### config.mk
export PLATFORM = sky130hd
export DESIGN_NAME = sprite_compositor
export DESIGN_NICKNAME = d
export VERILOG_FILES = /design/src/rtl/sprite_compositor.sv
export SDC_FILE = /design/constraint.sdc
export NUM_CORES = 1
export LEC_CHECK = 0
export ABC_AREA = 0
export CAP_MARGIN = 20
export CORE_AREA = 5 5 92 94
export CTS_BUF_LIST = sky130_fd_sc_hd__clkbuf_4 sky130_fd_sc_hd__clkbuf_8
export DETAILED_ROUTE_END_ITERATION = 16
export DIE_AREA = 0 0 97 99
export PLACE_DENSITY = 0.86
export SETUP_SLACK_MARGIN = 0.1
export SLEW_MARGIN = 10
export SYNTH_ARGS = -nofsm -noshare
export SYNTH_HDL_FRONTEND = slang
export SYNTH_SLANG_ARGS = --single-unit
### constraint.sdc
create_clock -name clk -period 1.16 [get_ports clk]
set_input_delay 0.232 -clock clk [delete_from_list [all_inputs] [get_ports clk]]
set_output_delay 0.232 -clock clk [all_outputs]
set_load 0.005 [all_outputs]
### src/rtl/sprite_compositor.sv
// Two-sprite compositor and registered VGA output stage (2-cycle latency, syncs delay-matched).
// Define SPRITE_COMPOSITOR_COLLISION_EN to build the per-frame sprite-overlap (collision) logic.
module sprite_compositor #(
  parameter int          SPRITE_WIDTH    = 32,
  parameter int          SPRITE_HEIGHT   = 32,
  parameter logic [15:0] TRANSPARENT_KEY = 16'hF81F,
  parameter logic [15:0] BG_COLOR        = 16'h0000
) (
  input  logic       clk,
  input  logic       rst,
  input  logic [9:0] current_pixel_x,
  input  logic [9:0] current_pixel_y,
  input  logic       video_on,
  input  logic       hsync_in,
  input  logic       vsync_in,
  input  logic [9:0] p1_posx,
  input  logic [9:0] p1_posy,
  input  logic [9:0] p2_posx,
  input  logic [9:0] p2_posy,
  input  logic [15:0] p1_data,
  input  logic [15:0] p2_data,
  input  logic [15:0] bg_data,
  input  logic       bg_en,
  output logic [7:0] vga_r,
  output logic [7:0] vga_g,
  output logic [7:0] vga_b,
  output logic       vga_hsync,
  output logic       vga_vsync,
  output logic       vga_blank_n,
  output logic       collision_pulse,
  output logic       collision_frame,
  output logic [7:0] collision_count
);

  localparam logic [10:0] WIDTH_LIM  = 11'(SPRITE_WIDTH);
  localparam logic [10:0] HEIGHT_LIM = 11'(SPRITE_HEIGHT);

  // Offsets wrap in 10 bits exactly like the ROM address, so sprites straddle the edge cleanly.
  logic [9:0] p1_relx, p1_rely, p2_relx, p2_rely;
  logic       hit1, hit2;

  assign p1_relx = current_pixel_x - p1_posx;
  assign p1_rely = current_pixel_y - p1_posy;
  assign p2_relx = current_pixel_x - p2_posx;
  assign p2_rely = current_pixel_y - p2_posy;
  assign hit1    = ({1'b0, p1_relx} < WIDTH_LIM) && ({1'b0, p1_rely} < HEIGHT_LIM);
  assign hit2    = ({1'b0, p2_relx} < WIDTH_LIM) && ({1'b0, p2_rely} < HEIGHT_LIM);

  // Stage 1: registered alongside the ROM read so both land together in stage 2.
  logic hit1_q, hit2_q, video_on_q, hsync_q, vsync_q, bg_en_q;

  // NOTE: sequential state uses non-blocking assignments so every register samples pre-edge values.
  always_ff @(posedge clk or posedge rst) begin
    if (rst) begin
      hit1_q     <= 1'b0;
      hit2_q     <= 1'b0;
      video_on_q <= 1'b0;
      hsync_q    <= 1'b1;
      vsync_q    <= 1'b1;
      bg_en_q    <= 1'b0;
    end else begin
      hit1_q     <= hit1;
      hit2_q     <= hit2;
      video_on_q <= video_on;
      hsync_q    <= hsync_in;
      vsync_q    <= vsync_in;
      bg_en_q    <= bg_en;
    end
  end

  // Stage 2: transparency, priority and RGB565 -> RGB888 expansion.
  logic        o1, o2;
  logic [15:0] pix;

  // NOTE: every always_comb output gets a default first, so no path can infer a latch.
  always_comb begin
    o1  = hit1_q && (p1_data != TRANSPARENT_KEY);
    o2  = hit2_q && (p2_data != TRANSPARENT_KEY);
    pix = bg_en_q ? bg_data : BG_COLOR;
    if (o1)      pix = p1_data;
    else if (o2) pix = p2_data;
  end

  always_ff @(posedge clk or posedge rst) begin
    if (rst) begin
      vga_r       <= '0;
      vga_g       <= '0;
      vga_b       <= '0;
      vga_hsync   <= 1'b1;
      vga_vsync   <= 1'b1;
      vga_blank_n <= 1'b0;
    end else begin
      vga_r       <= video_on_q ? {pix[15:11], pix[15:13]} : 8'h00;
      vga_g       <= video_on_q ? {pix[10:5],  pix[10:9]}  : 8'h00;
      vga_b       <= video_on_q ? {pix[4:0],   pix[4:2]}   : 8'h00;
      vga_hsync   <= hsync_q;
      vga_vsync   <= vsync_q;
      vga_blank_n <= video_on_q;
    end
  end

`ifdef SPRITE_COMPOSITOR_COLLISION_EN
  // vga_vsync holds the previous stage-2 vsync, so this flags the 1->0 edge in the overlap's own cycle.
  logic seen;
  logic overlap, boundary;

  assign overlap  = o1 && o2 && video_on_q;
  assign boundary = vga_vsync && !vsync_q;

  always_ff @(posedge clk or posedge rst) begin
    if (rst) begin
      seen            <= 1'b0;
      collision_pulse <= 1'b0;
      collision_frame <= 1'b0;
      collision_count <= '0;
    end else begin
      collision_pulse <= boundary && seen;
      if (boundary) begin
        collision_frame <= seen;
        if (seen && collision_count != 8'hFF) collision_count <= collision_count + 8'd1;
      end
      // An overlap on the boundary cycle belongs to the new frame, so set wins over clear.
      if (overlap)       seen <= 1'b1;
      else if (boundary) seen <= 1'b0;
    end
  end
`else
  assign collision_pulse = 1'b0;
  assign collision_frame = 1'b0;
  assign collision_count = 8'h00;
`endif

endmodule

======== Yosys cells after proc, flatten, opt, wreduce, memory -nomap -nowiden ========
Cells that the tools add are included.
word-level totals
  logic and storage cells ................. 32
  input port bits ......................... 114
  register bits ........................... 33
cells by class
  add/sub/neg operators ................... 4
  order comparisons ....................... 4
  reduce and logical (&&, ||, !) cells .... 4
  muxes and demuxes ....................... 6
  equality and inequality tests ........... 2
operators with widths
  operator                                                     number
  two-way mux 16 bit                                           3
  less-than comparator 10 x 6 -> 1 bit, second input constant  4
  subtractor 10 bit                                            4
  != test 16 bit, second input constant                        2
  two-way mux 8 bit                                            3
  logical AND 1 bit                                            4

======== Longest topological paths before layout ========
  depth in word-level cells ............... 5
  gate-level depth with buffers ........... 8
  gate-level depth less buffers ........... 8

======== Least setup slack after synthesis ========
No wires, ideal clock.
  kind .................................... input to register
  start point ............................. input p2_posx[2]
  end point ............................... register hit2_q
  slack ................................... -0.784 ns
  required time ........................... 1.049 ns
  buffers on the path ..................... 0
  stages on the path ...................... 8
  data arrival time ....................... 1.833 ns
  path through ............................ inv_1 ha_1 a21oi_1 o21ai_1 a211oi_1 nor2_1 or4_1 a2111oi_2
on the way
  cells in the longest elaborated chain, start to end .. 3
RTL lines
  element                               RTL line  source
  start: declaration                    18        input logic [9:0] p2_posx,
  subtractor 10 bit                     44        assign p2_relx = current_pixel_x - p2_posx;
  less-than comparator 10 x 6 -> 1 bit  47        assign hit2 = ({1'b0, p2_relx} < WIDTH_LIM) && ({1'b0, p2_rely} < HEIGHT_LIM);
  logical AND 1 bit                     47
  via hit2                              40        logic hit1, hit2;
  end signal: assignment                63        hit2_q <= hit2;
  end: declaration                      50        logic hit1_q, hit2_q, video_on_q, hsync_q, vsync_q, bg_en_q;
The timed path passes the listed nets, and every way through them passes these cells.

======== Worst setup path after layout ========
  start point ............................. input current_pixel_x[2]
  end point ............................... register hit1_q
on the way
  cells in the longest elaborated chain, start to end .. 3
RTL lines
  element                               RTL line  source
  start: declaration                    11        input logic [9:0] current_pixel_x,
  subtractor 10 bit                     42        assign p1_relx = current_pixel_x - p1_posx;
  less-than comparator 10 x 6 -> 1 bit  46        assign hit1 = ({1'b0, p1_relx} < WIDTH_LIM) && ({1'b0, p1_rely} < HEIGHT_LIM);
  logical AND 1 bit                     46
  via hit1                              40
  end signal: assignment                62        hit1_q <= hit1;
  end: declaration                      50
The timed path passes the listed nets, and every way through them passes these cells.

==> results by group <==
Status
  – Status: complete, but fails checks
  – Failing checks: negative setup slack

Clocking
  – Clock slew at reported path FFs: 0.09 ns
  – Clock Path Buffers: 2
  – CTS H-Tree Depth: 1
  – Worst-Skew Late Latency: 0.27 ns
  – TritonCTS clock tree: built
  – Num CTS Buffers: 3
  – CTS root buf: clkbuf_8
  – Clock sinks: 25
  – CTS Hold Bufs: 0

Drt
  – Routed WL per cell: 17.9 um
  – DR WL met3: 886 um
  – DR vias: 3055
  – Pre-Repair DR Iteration Count: 4
  – Wl on met1: 3920 um
  – DRC violations left: 0
  – Top routing layer in use: met4
  – Initial DRC Count: 73
  – Post-route ant nets: 0
  – Post-Route WL: 10700 um
  – Routed wl met2: 5300 um
  – Vias per cell: 5.12

Place
  – DP Area: 4410 um2
  – Post-DP HPWL: 7520 um
  – DP Worst Slack: -1.31 ns
  – IO buf count: 140
  – Routability Congestion: 0.878

Synth
  – Synth area leader: dfrtp_1
  – Primary FF master, synth: dfrtp_1
  – Main combinational cell family by area after synthesis: simple AND/OR/NAND/NOR gates
  – Synth Instances: 300
  – Yosys synthesis warning count: 0
  – Mapped Area: 2600 um2
  – Syn Area/Cell: 8.68 um2
  – Post-Synth XOR/XNOR Area: 3.03%
  – Share of the synthesized area in the top cell type: 20.2%
  – Post-synth ARST share: 100%
  – Top cells by count, synth: inv_1, ha_1, nand3_1, nand2_1, dfrtp_1
  – Mux contribution to synthesized area: 2.31%
  – Main area contributors after synthesis: dfrtp_1, ha_1, inv_1
  – Seq cells post-synth: 25
  – Simple-gate area share of the yosys netlist: 21.0%
  – Yosys cell types: 53
  – Top-count cell post-synth: inv_1
  – Adder-Cell Fraction of Synth Area: 15.4%
  – Compound-Gate Fraction of Synth Area: 20.2%
  – Sequential area share after synthesis: 24.2%
  – Number of synthesized flops with an enable pin: 0

Cells and area
  – NumNets Final: 641
  – Synthesis-to-finish area growth: 98.3%
  – Share of layout cells above drive strength 1: 48.8%
  – Largest regs: vga_g (6), vga_b (5), vga_r (5)
  – Post-route cell area: 5170 um2
  – Largest register by flop count: vga_g
  – Number of flip-flops in the largest register: 6

Worst setup path
  – Crit path launch type: input port
  – Critical Path Max Stage Delay: 0.23 ns
  – Crit path kind: in -> reg
  – Crit path cell chain: buf_8, buf_4, buf_6, buf_6, ha_4, a21o_1, a31oi_4, o221ai_2, buf_4, nand4b_1, o211ai_1, nor4_2
  – CP arrival: 1.96 ns
  – CP max-delay cell: ha_4
  – Worst-path fanout max: 2
  – Worst path required time: 1.34 ns
  – CP Capture Type: register

STA
  – Unrepaired setup endpoints after global routing: yes
  – Pins Over Slew Limit: 0
  – Total negative slack: -9.17 ns
  – Final hold vios: 0
  – Max frequency: 562 MHz
  – Slew margin rel.: 66.8%
  – Fin worst setup slack: -0.621 ns
  – Fin crit share: 154%
  – Fin crit period: 1.78 ns
  – Final setup viols: 18
  – Worst-Margin Slew: 0.497 ns
  – Hold slack: 0.135 ns
  – Clock skew: 0.00647 ns

Pwr
  – Lkg Pwr: 2.60 nW
  – Power Density: 605 nW/um2
  – VDD IR max: 0.000290 V
  – Power Total: 3.13 mW

Global routing
  – Initial antenna violation count: 1
  – Total global-route track usage: 21.2%
  – Maximum number of pins on one net before global-route repair: 18
  – Global-route wire length before repair: 16500 um
  – Vias in the first global route: 3471
  – GRT overflow: 0

Floorplanning
  – Total core area: 7570 um2
  – Top Ports: 151
  – Initial core utilization: 34.4%
  – Row cnt: 32
  – Die area: 9600 um2
  – Die X: 97 um
  – Die height: 99 um

Hold path
  – Min-delay worst type: in -> async

Flow run
  – Max Cap Viol: 0
[path summary, 6_finish.rpt]
path | depth (start not counted) | startpoint | slack (ns) | endpoint
max in group asynchronous | 3 | rst | 0.60 | vga_g[1]
min | 2 | rst | 0.13 | vga_r[6]
max | 12 | current_pixel_x[2] | -0.62 | hit1_q
min in group clk | 2 | p1_data[7] | 0.22 | vga_g[4]
max reg2reg | 4 | hit2_q | -0.16 | vga_r[6]
min reg2reg | 0 | hsync_q | 0.36 | vga_hsync
[power by group]
group | switching [mW] | total, mW | internal [mW]
clock | 0.288 | 0.531 | 0.243
sequential | 0.0151 | 0.926 | 0.911
combinational | 0.745 | 1.67 | 0.926
[layout by cell type (no fill, tap or decap), types with 4 or more instances in the layout]
master           netlist  layout
nand3_2                7      29
clkdlybuf4s15_1        0       8
nand3_4                0       4
nand2_1               24      22
clkdlybuf4s50_1        0      40
buf_4                 19      51
ha_4                   0      22
a21oi_1               17       7
conb_1                 1      10
o211a_1               15      15
xor2_1                 4       4
dlymetal6s2s_1         0       9
xnor2_1                5       4
mux2i_1                6       4
nor2_1                12      10
o21ai_2                0       4
inv_2                  0      19
ha_1                  32       7
inv_1                 41      19
buf_6                  3      24
dlygate4sd2_1          0      42
dfrtp_1               21      21
buf_2                  0      27
a21oi_2                0       9
dfstp_2                4       4
[cell type report]
class                      count  area (um2)
antenna                        1        2.50
clock buffer                   3        41.3
clock inverter                 1        7.51
fill                         535        2400
inverter                      41         171
multi-input combinational    218        2330
sequential                    25         631
tap                          102         128
timing repair buffer         206        1850
[critical path: cells and delay by family]
kind | cells | cell delay (ns)
AOI/OAI and AO/OA | 4 | 0.63
and+or+nand+nor | 2 | 0.28
adders and majority gates | 1 | 0.23
buffers and inverters | 5 | 0.59
[metal layers]
metal	global-route usage (%)	vias to the layer above
li1	-	1437
met1	21.8	1404
met2	38.3	172
met3	6.09	42
met4	12.5	0
met5	0	-
[through the flow]
| stage | util (%) | cells |
|---|---|---|
| after floorplan | - | 309 |
| after global placement | 58.3 | 570 |
| after detailed placement | 58.3 | 570 |
| after CTS | 66.9 | 596 |
| after global routing | 68.3 | 597 |
| final | 68.3 | 597 |
[logic make-up (layout without fill, tap and decap cells)]
logic type | Yosys count | count (layout)
AO/OA/AOI/OAI | 63 | 64
XOR/XNOR | 9 | 9
adder cells (fa/ha/maj) | 32 | 32
buffers and inverters | 67 | 251
flip-flops | 25 | 25
multiplexers | 6 | 6
other | 1 | 11
AND/OR/NAND/NOR | 97 | 97
[timing repair]
item | 4_1_cts | 5_1_grt
pin swaps | 95 | 19
cloned | 4 | 0
buffers inserted | 18 | 3
gates resized for setup | 347 | 29
endpoints found under the setup margin | 45 | 28
(Power assumes the default switching activity.)
